==> config.mk <==
export PLATFORM = sky130hd
export DESIGN_NAME = mdc_com_sched
export DESIGN_NICKNAME = d
export VERILOG_FILES = /design/src/rtl/mdc_com_sched.sv
export SDC_FILE = /design/constraint.sdc
export NUM_CORES = 1
export LEC_CHECK = 0
export BUFFER_PORTS_ARGS = -buffer_cell sky130_fd_sc_hd__buf_2
export CAP_MARGIN = 5
export CORE_MARGIN = 2
export CORE_UTILIZATION = 61
export CTS_BUF_LIST = sky130_fd_sc_hd__clkbuf_8
export DETAILED_ROUTE_END_ITERATION = 6
export PLACE_DENSITY = 0.81
export SLEW_MARGIN = 20
export SYNTH_ARGS = -nofsm -noshare
export SYNTH_HDL_FRONTEND = slang
export SYNTH_SLANG_ARGS = --single-unit
==> constraint.sdc <==
create_clock -name clk -period 2.5 [get_ports clk]
set_input_delay 0.125 -clock clk [delete_from_list [all_inputs] [get_ports clk]]
set_output_delay 0.125 -clock clk [all_outputs]
set_load 0.02 [all_outputs]
==> src/rtl/mdc_com_sched.sv <==
// mdc_com_sched: frame scheduler for the 32-point radix-2 MDC FFT (commutator config + output framing)
module mdc_com_sched #(
  parameter int PIPE_LAT  = 23,
  parameter int FRAME_CYC = 16
) (
  input  logic       clk,
  input  logic       rst_n,
  input  logic       in_valid,
  input  logic       in_sop,
  output logic       mode,
  output logic [5:0] com_mask,
  output logic [3:0] ph,
  output logic       busy,
  output logic       out_valid,
  output logic       out_sop,
  output logic       frame_done,
  output logic       err_gap,
  output logic       err_sop
);
  typedef enum logic [1:0] {IDLE, FILL, RUN, FLUSH} state_t;
  localparam logic [3:0] LAST = 4'(FRAME_CYC - 1);
  state_t                state_q, state_d;
  logic [3:0]            ph_q, ph_d;
  logic [5:0]            fc_q, fc_d;
  logic [PIPE_LAT-1:0]   sv_q, sv_d, ss_q, ss_d;
  logic [3:0]            oc_q, oc_d, oidx;
  logic                  mode_q, mode_d;
  logic [5:0]            com_mask_q, com_mask_d;
  logic                  err_gap_q, err_gap_d, err_sop_q, err_sop_d;
  logic                  frame_done_q, frame_done_d;
  logic                  acc, acc_sop;
  // state and all registered outputs; reset discards every in-flight frame
  always_ff @(posedge clk or negedge rst_n) begin
    if (!rst_n) begin
      state_q      <= IDLE;
      ph_q         <= '0;
      fc_q         <= '0;
      sv_q         <= '0;
      ss_q         <= '0;
      oc_q         <= '0;
      mode_q       <= 1'b1;
      com_mask_q   <= '0;
      err_gap_q    <= 1'b0;
      err_sop_q    <= 1'b0;
      frame_done_q <= 1'b0;
    end else begin
      state_q      <= state_d;
      ph_q         <= ph_d;
      fc_q         <= fc_d;
      sv_q         <= sv_d;
      ss_q         <= ss_d;
      oc_q         <= oc_d;
      mode_q       <= mode_d;
      com_mask_q   <= com_mask_d;
      err_gap_q    <= err_gap_d;
      err_sop_q    <= err_sop_d;
      frame_done_q <= frame_done_d;
    end
  end
  // next state: ph_q is the phase of the last processed pair, so ph_q==LAST marks a frame boundary
  always_comb begin
    state_d   = state_q;
    ph_d      = ph_q + 4'd1;
    fc_d      = fc_q;
    acc       = 1'b0;
    acc_sop   = 1'b0;
    err_gap_d = 1'b0;
    err_sop_d = 1'b0;
    case (state_q)
      IDLE: begin
        ph_d = 4'd0;
        if (in_valid && in_sop) begin
          state_d = FILL;
          acc     = 1'b1;
          acc_sop = 1'b1;
        end
      end
      FILL, RUN: begin
        if (ph_q == LAST) begin
          if (in_valid && in_sop) begin
            state_d = RUN;
            ph_d    = 4'd0;
            acc     = 1'b1;
            acc_sop = 1'b1;
          end else begin
            state_d   = FLUSH;
            fc_d      = 6'd1;
            err_gap_d = in_valid;
          end
        end else if (!in_valid) begin
          state_d   = FLUSH;
          fc_d      = 6'd1;
          err_gap_d = 1'b1;
        end else if (in_sop) begin
          state_d   = RUN;
          ph_d      = 4'd0;
          acc       = 1'b1;
          acc_sop   = 1'b1;
          err_sop_d = 1'b1;
        end else begin
          acc = 1'b1;
        end
      end
      default: begin
        if (in_valid && in_sop) begin
          state_d = RUN;
          ph_d    = 4'd0;
          fc_d    = 6'd0;
          acc     = 1'b1;
          acc_sop = 1'b1;
        end else if (({1'b0, fc_q} + 7'd1) >= 7'(PIPE_LAT)) begin
          state_d = IDLE;
          ph_d    = 4'd0;
          fc_d    = 6'd0;
        end else begin
          fc_d = fc_q + 6'd1;
        end
      end
    endcase
  end
  // outputs: commutator config for the pair just taken, plus delayed framing and output pair index
  always_comb begin
    mode_d       = state_d != RUN;
    com_mask_d   = (state_d == IDLE) ? 6'd0 :
                   {ph_d[1:0] == 2'b11, ph_d[1:0] == 2'b10, ~ph_d[1], ph_d[2], ~ph_d[2], ph_d[3]};
    sv_d         = (sv_q << 1) | PIPE_LAT'(acc);
    ss_d         = (ss_q << 1) | PIPE_LAT'(acc_sop);
    oidx         = ss_d[PIPE_LAT-1] ? 4'd0 : oc_q + 4'd1;
    oc_d         = sv_d[PIPE_LAT-1] ? oidx : oc_q;
    frame_done_d = sv_d[PIPE_LAT-1] && (oidx == LAST);
  end
  assign mode       = mode_q;
  assign com_mask   = com_mask_q;
  assign ph         = ph_q;
  assign busy       = state_q != IDLE;
  assign out_valid  = sv_q[PIPE_LAT-1];
  assign out_sop    = ss_q[PIPE_LAT-1];
  assign frame_done = frame_done_q;
  assign err_gap    = err_gap_q;
  assign err_sop    = err_sop_q;
endmodule

Yosys cells after proc, flatten, opt, wreduce, memory -nomap -nowiden
Index checks and enable logic that the tools add are counted.
{ "totals": {"register_bits": 72, "latchBits": 0, "mem_bits_rw": 0, "mem_bits_ro": 0, "input_bits": 4, "out_inout_bits": 17, "wordCells": 74, "mem_count": 0} }
{ "classes": {"addsub": 4, "n_mul": 0, "div_mod_pow": 0, "magnitude_cmp": 1, "eq_ne": 9, "n_shift": 0, "mux": 37, "bitwise_logic": 5, "reduce_logical": 7} }
{ "op_table": {"columns": ["operator", "count"], "rows": [
  ["bitwise OR 23 x 1 -> 23 bit", 2],
  ["two-way mux 6 bit", 6],
  ["two-way mux 4 bit", 7],
  ["two-way mux 1 bit", 15],
  ["two-way mux 2 bit", 6],
  ["case mux 6 bit (2 select lines)", 1],
  ["adder 4 x 1 -> 4 bit (second input constant)", 2],
  ["equality test 4 bit (second input constant)", 2],
  ["case mux 4 bit (2 select lines)", 1],
  ["adder 6 x 1 -> 7 bit (second input constant)", 1],
  ["greater-or-equal comparator 7 x 5 -> 1 bit (second input constant)", 1],
  ["adder 6 x 1 -> 6 bit (second input constant)", 1],
  ["equality test 2 bit (second input constant)", 3],
  ["!= test 3 bit (second input constant)", 2],
  ["zero test 2 bit", 2],
  ["case mux 2 bit (2 select lines)", 1],
  ["inverter 1 bit", 3],
  ["AND reduction 3 bit", 1],
  ["equality test 2 x 1 -> 1 bit (second input constant)", 1],
  ["logical AND 1 bit", 2],
  ["!= test 2 bit (second input constant)", 1],
  ["nonzero test 2 bit", 1],
  ["OR reduction 2 bit", 1]
]} }

Longest topological paths before layout
{ "depth": {"depth_word": 8, "depth_mapped": 7, "ltp_nobuf": 7} }

Least setup slack after synthesis
No wires, ideal clock.
{ "synth_path": {"path_kind": "reg-to-reg", "startpoint": "reg fc_q[0]", "endpoint": "reg com_mask_q[1], in the netlist com_mask[1]", "setup_time_ps": 66, "arrival_ps": 1766, "t_required_ps": 2434, "setup_slack_ps": 669, "path_stages_with_launch": 8, "n_path_buf": 0, "cell_sequence": "dfrtp_1 inv_1 ha_1 o21ba_2 o211ai_2 a21oi_4 o221ai_4 o21ba_1"} }
{ "synth_between": {"elab_chain_cells": 7, "elab_cells_between_ends": 11} }
{ "synth_lines": {"columns": ["item", "line", "text"], "rows": [
  ["start: declaration", "24", "logic [5:0] fc_q, fc_d;"],
  ["start signal: assignment", "37", "fc_q <= '0;"],
  ["start signal: assignment", "49", "fc_q <= fc_d;"],
  ["adder 6 x 1 -> 7 bit (*)", "111", "end else if (({1'b0, fc_q} + 7'd1) >= 7'(PIPE_LAT)) begin"],
  ["greater-or-equal comparator 7 x 5 -> 1 bit (*)", "111", null],
  ["two-way mux 2 bit or two-way mux 4 bit (tied branches)", "111", null],
  ["two-way mux 2 bit or two-way mux 4 bit (tied branches)", "105", "if (in_valid && in_sop) begin"],
  ["case mux 2 bit (2 select lines) or case mux 4 bit (2 select lines) (tied branches)", "69", "case (state_q)"],
  ["zero test 2 bit or inverter 1 bit (tied branches)", "124, 125", null],
  ["two-way mux 6 bit (*)", "124", "com_mask_d = (state_d == IDLE) ? 6'd0 :"],
  ["net com_mask_d[1]", "28", "logic [5:0] com_mask_q, com_mask_d;"],
  ["end signal: assignment", "54", "com_mask_q <= com_mask_d;"],
  ["end: declaration", "28", null]
]} }
Mark *: on every way through the listed nets, which the timed path passes. The rest lies on a longest branch.
A chain may end at the register's enable or synchronous reset.

Final worst setup path
{ "layout_path": {"startpoint": "reg state_q[0]", "endpoint": "reg com_mask_q[4], in the netlist com_mask[4]"} }
{ "layout_between": {"elab_chain_cells": 6, "elab_cells_between_ends": 15} }
{ "layout_lines": {"columns": ["item", "line", "text"], "rows": [
  ["start: declaration", "22", "state_t state_q, state_d;"],
  ["start signal: assignment", "47", "state_q <= state_d;"],
  ["two-way mux 2 bit", "94", "end else if (in_sop) begin"],
  ["two-way mux 2 bit", "90", "end else if (!in_valid) begin"],
  ["two-way mux 2 bit", "79", "if (ph_q == LAST) begin"],
  ["case mux 2 bit (2 select lines)", "69", null],
  ["zero test 2 bit", "124", null],
  ["two-way mux 6 bit (*)", "124", null],
  ["net com_mask_d[4]", "28", null]
]} }
Marks and branches as above.

==> reports/summary.txt <==
Fmax -> 487 MHz
Core Area -> 4090 µm²
Fill count -> 278
Crit-path slowest cell -> ha_1
Crit. End Element -> flop
R2R setup slack -> 0.45 ns
Die W -> 69.9 µm
Initial Util -> 0.648
Max-slew headroom -> 0.446
Nets@finish -> 232
Reg-to-Reg Start -> state_q[0]
Worst r2r dst -> com_mask[4]
Worst Setup Start Kind -> flop
Yosys reg bits -> 72
First-pass GRT wire length -> 7170 µm
CTS Buf Count -> 9
Worst Hold Class -> in -> async
Asr flop ratio synth -> 1.00
VDD IR max -> 0.734 mV
CP required -> 2.73 ns
Post-DP Area -> 2800 µm²
Hold buffers post-CTS -> 0
Total number of vias -> 1525
Reg clk slew, reported paths -> 0.08 ns
Clk buf depth -> 2
WP data arrival -> 2.28 ns
Sink Count -> 72
CP Class -> reg -> reg
Syn Std Cell Area -> 2650 µm²
Post-layout min period -> 2.05 ns
Cts repair resizes -> 0
Die height -> 69.9 µm
Clk root buf -> clkbuf_8
P_leak -> 1.42 nW
Area Growth Syn to Fin -> 12.8%
Number of H-tree levels -> 3
Clock Skew -> 0.0135 ns
Total track usage -> 0.195
GPL Wtd Cong -> 0.849
RSZ-0062 raised after global routing -> no
Setup repair bufs after CTS -> 0
Syn avg cell area -> 13.7 µm²
Syn nets -> 203
Total grt overflow -> 0
Fin Hold WS -> -0.0142 ns
Critical-path maximum fanout -> 10
CP Cell Sequence -> inv_1 > ha_1 > o21ai_1 > o311ai_2 > o22ai_2 > nor3_1
Worst-Margin Slew -> 0.831 ns
Hold Vio Cnt, Final -> 41
Commonest cells after routing, fill and taps aside -> dfrtp_1, buf_2, inv_1, nand2_1, nor2_1
Distinct cells, synth -> 54
Ys Warns -> 0
Pwr per Cell Area -> 1230 nW/µm²
Post-route cell area -> 2980 µm²
Port buffer count -> 20
Largest net degree at the start of global routing -> 73
Max Slew Vio Count -> 0
R2R cell count -> 6
Mapped Cells -> 193
Final setup vio count -> 0
Maxcap violations -> 0
Worst skew pair latency -> 0.33 ns
Vias in the first global route -> 1497
Final HPWL DP -> 2820 µm
Post-synth EDFFs -> 0
Status -> finished, violations left
Primary FF master, synth -> dfrtp_1
ANT nets after route -> 0
Wire per inst -> 15.6 µm
Period utilisation layout -> 0.821
Setup TNS Final -> 0 ns
Row Count -> 23
Diode count -> 0
Initial antenna violation count -> 0
CTS tree -> built
Seq/Total Area, Yosys -> 0.681
Initial drt markers -> 106
Failing checks -> hold timing
Overall power -> 3.66 mW
Ports -> 21
Layout cells sized above 1 -> 0.225
Die ar. -> 4880 µm²
Total routed wirelength -> 4330 µm
Residual DRC -> 0
Via-to-Cell Ratio -> 5.51
Most common cell after layout, fill and taps aside -> dfrtp_1
First drt pass iteration count -> 5
Max stage delay on crit path -> 0.51 ns
## logic make-up after synthesis
family,Yosys count,synth area share
simple gates,53,0.107
buf+inv,14,0.0232
flops,72,0.681
fa+ha+maj,6,0.0284
mux,1,0.00378
xor+xnor,4,0.0161
compound gates,43,0.140
## where the power goes
group / switching [mW] / internal [mW] / total (mW) / leakage (nW)
registers: 0.192 / 1.44 / 1.63 / 0.910
clock network: 0.396 / 0.453 / 0.850 / 0.102
logic: 0.714 / 0.465 / 1.18 / 0.410
## per-stage QoR
| step | hold WS, ns | utilization | instances | setup slack, ns |
|---|---|---|---|---|
| 2_1_floorplan | -0.171 | - | 193 | 0.669 |
| 3_3_place_gp | 0.337 | 0.684 | 261 | 0.563 |
| 3_5_place_dp | 0.335 | 0.684 | 261 | 0.493 |
| 4_1_cts | 0.000550 | 0.730 | 277 | 0.475 |
| 5_1_grt | 0.0478 | 0.730 | 277 | 0.321 |
| 6_report | -0.0142 | 0.730 | 277 | 0.448 |
## cell type report
class / instances / area, µm² / share of cell area
inverters: 11 / 41.3 / 0.0138
well taps: 50 / 62.6 / 0.0210
multi-input cells: 107 / 782 / 0.262
flip-flops and latches: 72 / 1800 / 0.604
clock buffers: 9 / 124 / 0.0415
repair buffers: 21 / 108 / 0.0361
clock inverters: 7 / 63.8 / 0.0214
## synth_stat cells (2+ instances only)
| cell | count | area share |
|---|---|---|
| a211oi_1 | 2 | 0.0057 |
| a21oi_1 | 6 | 0.011 |
| a31oi_1 | 4 | 0.0095 |
| and2_1 | 2 | 0.0047 |
| and3_1 | 5 | 0.012 |
| dfrtp_1 | 71 | 0.67 |
| ha_1 | 6 | 0.028 |
| inv_1 | 11 | 0.016 |
| nand2_1 | 11 | 0.016 |
| nand2b_1 | 3 | 0.0071 |
| nand3_1 | 6 | 0.011 |
| nor2_1 | 10 | 0.014 |
| nor2b_1 | 3 | 0.0071 |
| nor3_1 | 4 | 0.0076 |
| o21ai_0 | 3 | 0.0057 |
| o21ai_1 | 3 | 0.0057 |
| o21ba_1 | 2 | 0.0076 |
| o22ai_1 | 3 | 0.0071 |
| o311ai_1 | 2 | 0.0066 |
| xnor2_1 | 2 | 0.0066 |
## how the worst max path moves through the flow
stage	startpoint	end	slack (ns)	cells after the start
floorplan	fc_q[0]	com_mask[1]	0.67	7
global placement	fc_q[0]	com_mask[3]	0.56	7
detailed placement	fc_q[0]	com_mask[4]	0.49	7
CTS	fc_q[0]	com_mask[4]	0.48	7
global route	fc_q[0]	com_mask[4]	0.32	6
finish	state_q[0]	com_mask[4]	0.45	6
## worst max-delay path: cells and delay by family, from the launching register on
family,cells,cell delay (ns)
adder cells (fa/ha/maj),1,0.51
AO/OA/AOI/OAI,3,0.68
AND/OR/NAND/NOR,1,0.24
buffers and inverters,1,0.08
flip-flops,1,0.44
## state kept, by name (all words and copies together), names as in the netlist
name	cells
mode	1
err_gap	1
ss_q	23
ph	4
com_mask	6
state_q	2
frame_done	1
err_sop	1
oc_q	4
sv_q	23
fc_q	6
## per-layer routing
layer / GRT usage / up-vias / share of wire
met2: 0.279 / 50 / 0.45
met5: 0 / - / 0
met4: 0.0833 / 0 / 0.011
met3: 0.0505 / 4 / 0.044
met1: 0.286 / 738 / 0.50
li1: - / 733 / -
Note: power is estimated with default switching activity, not from simulation.
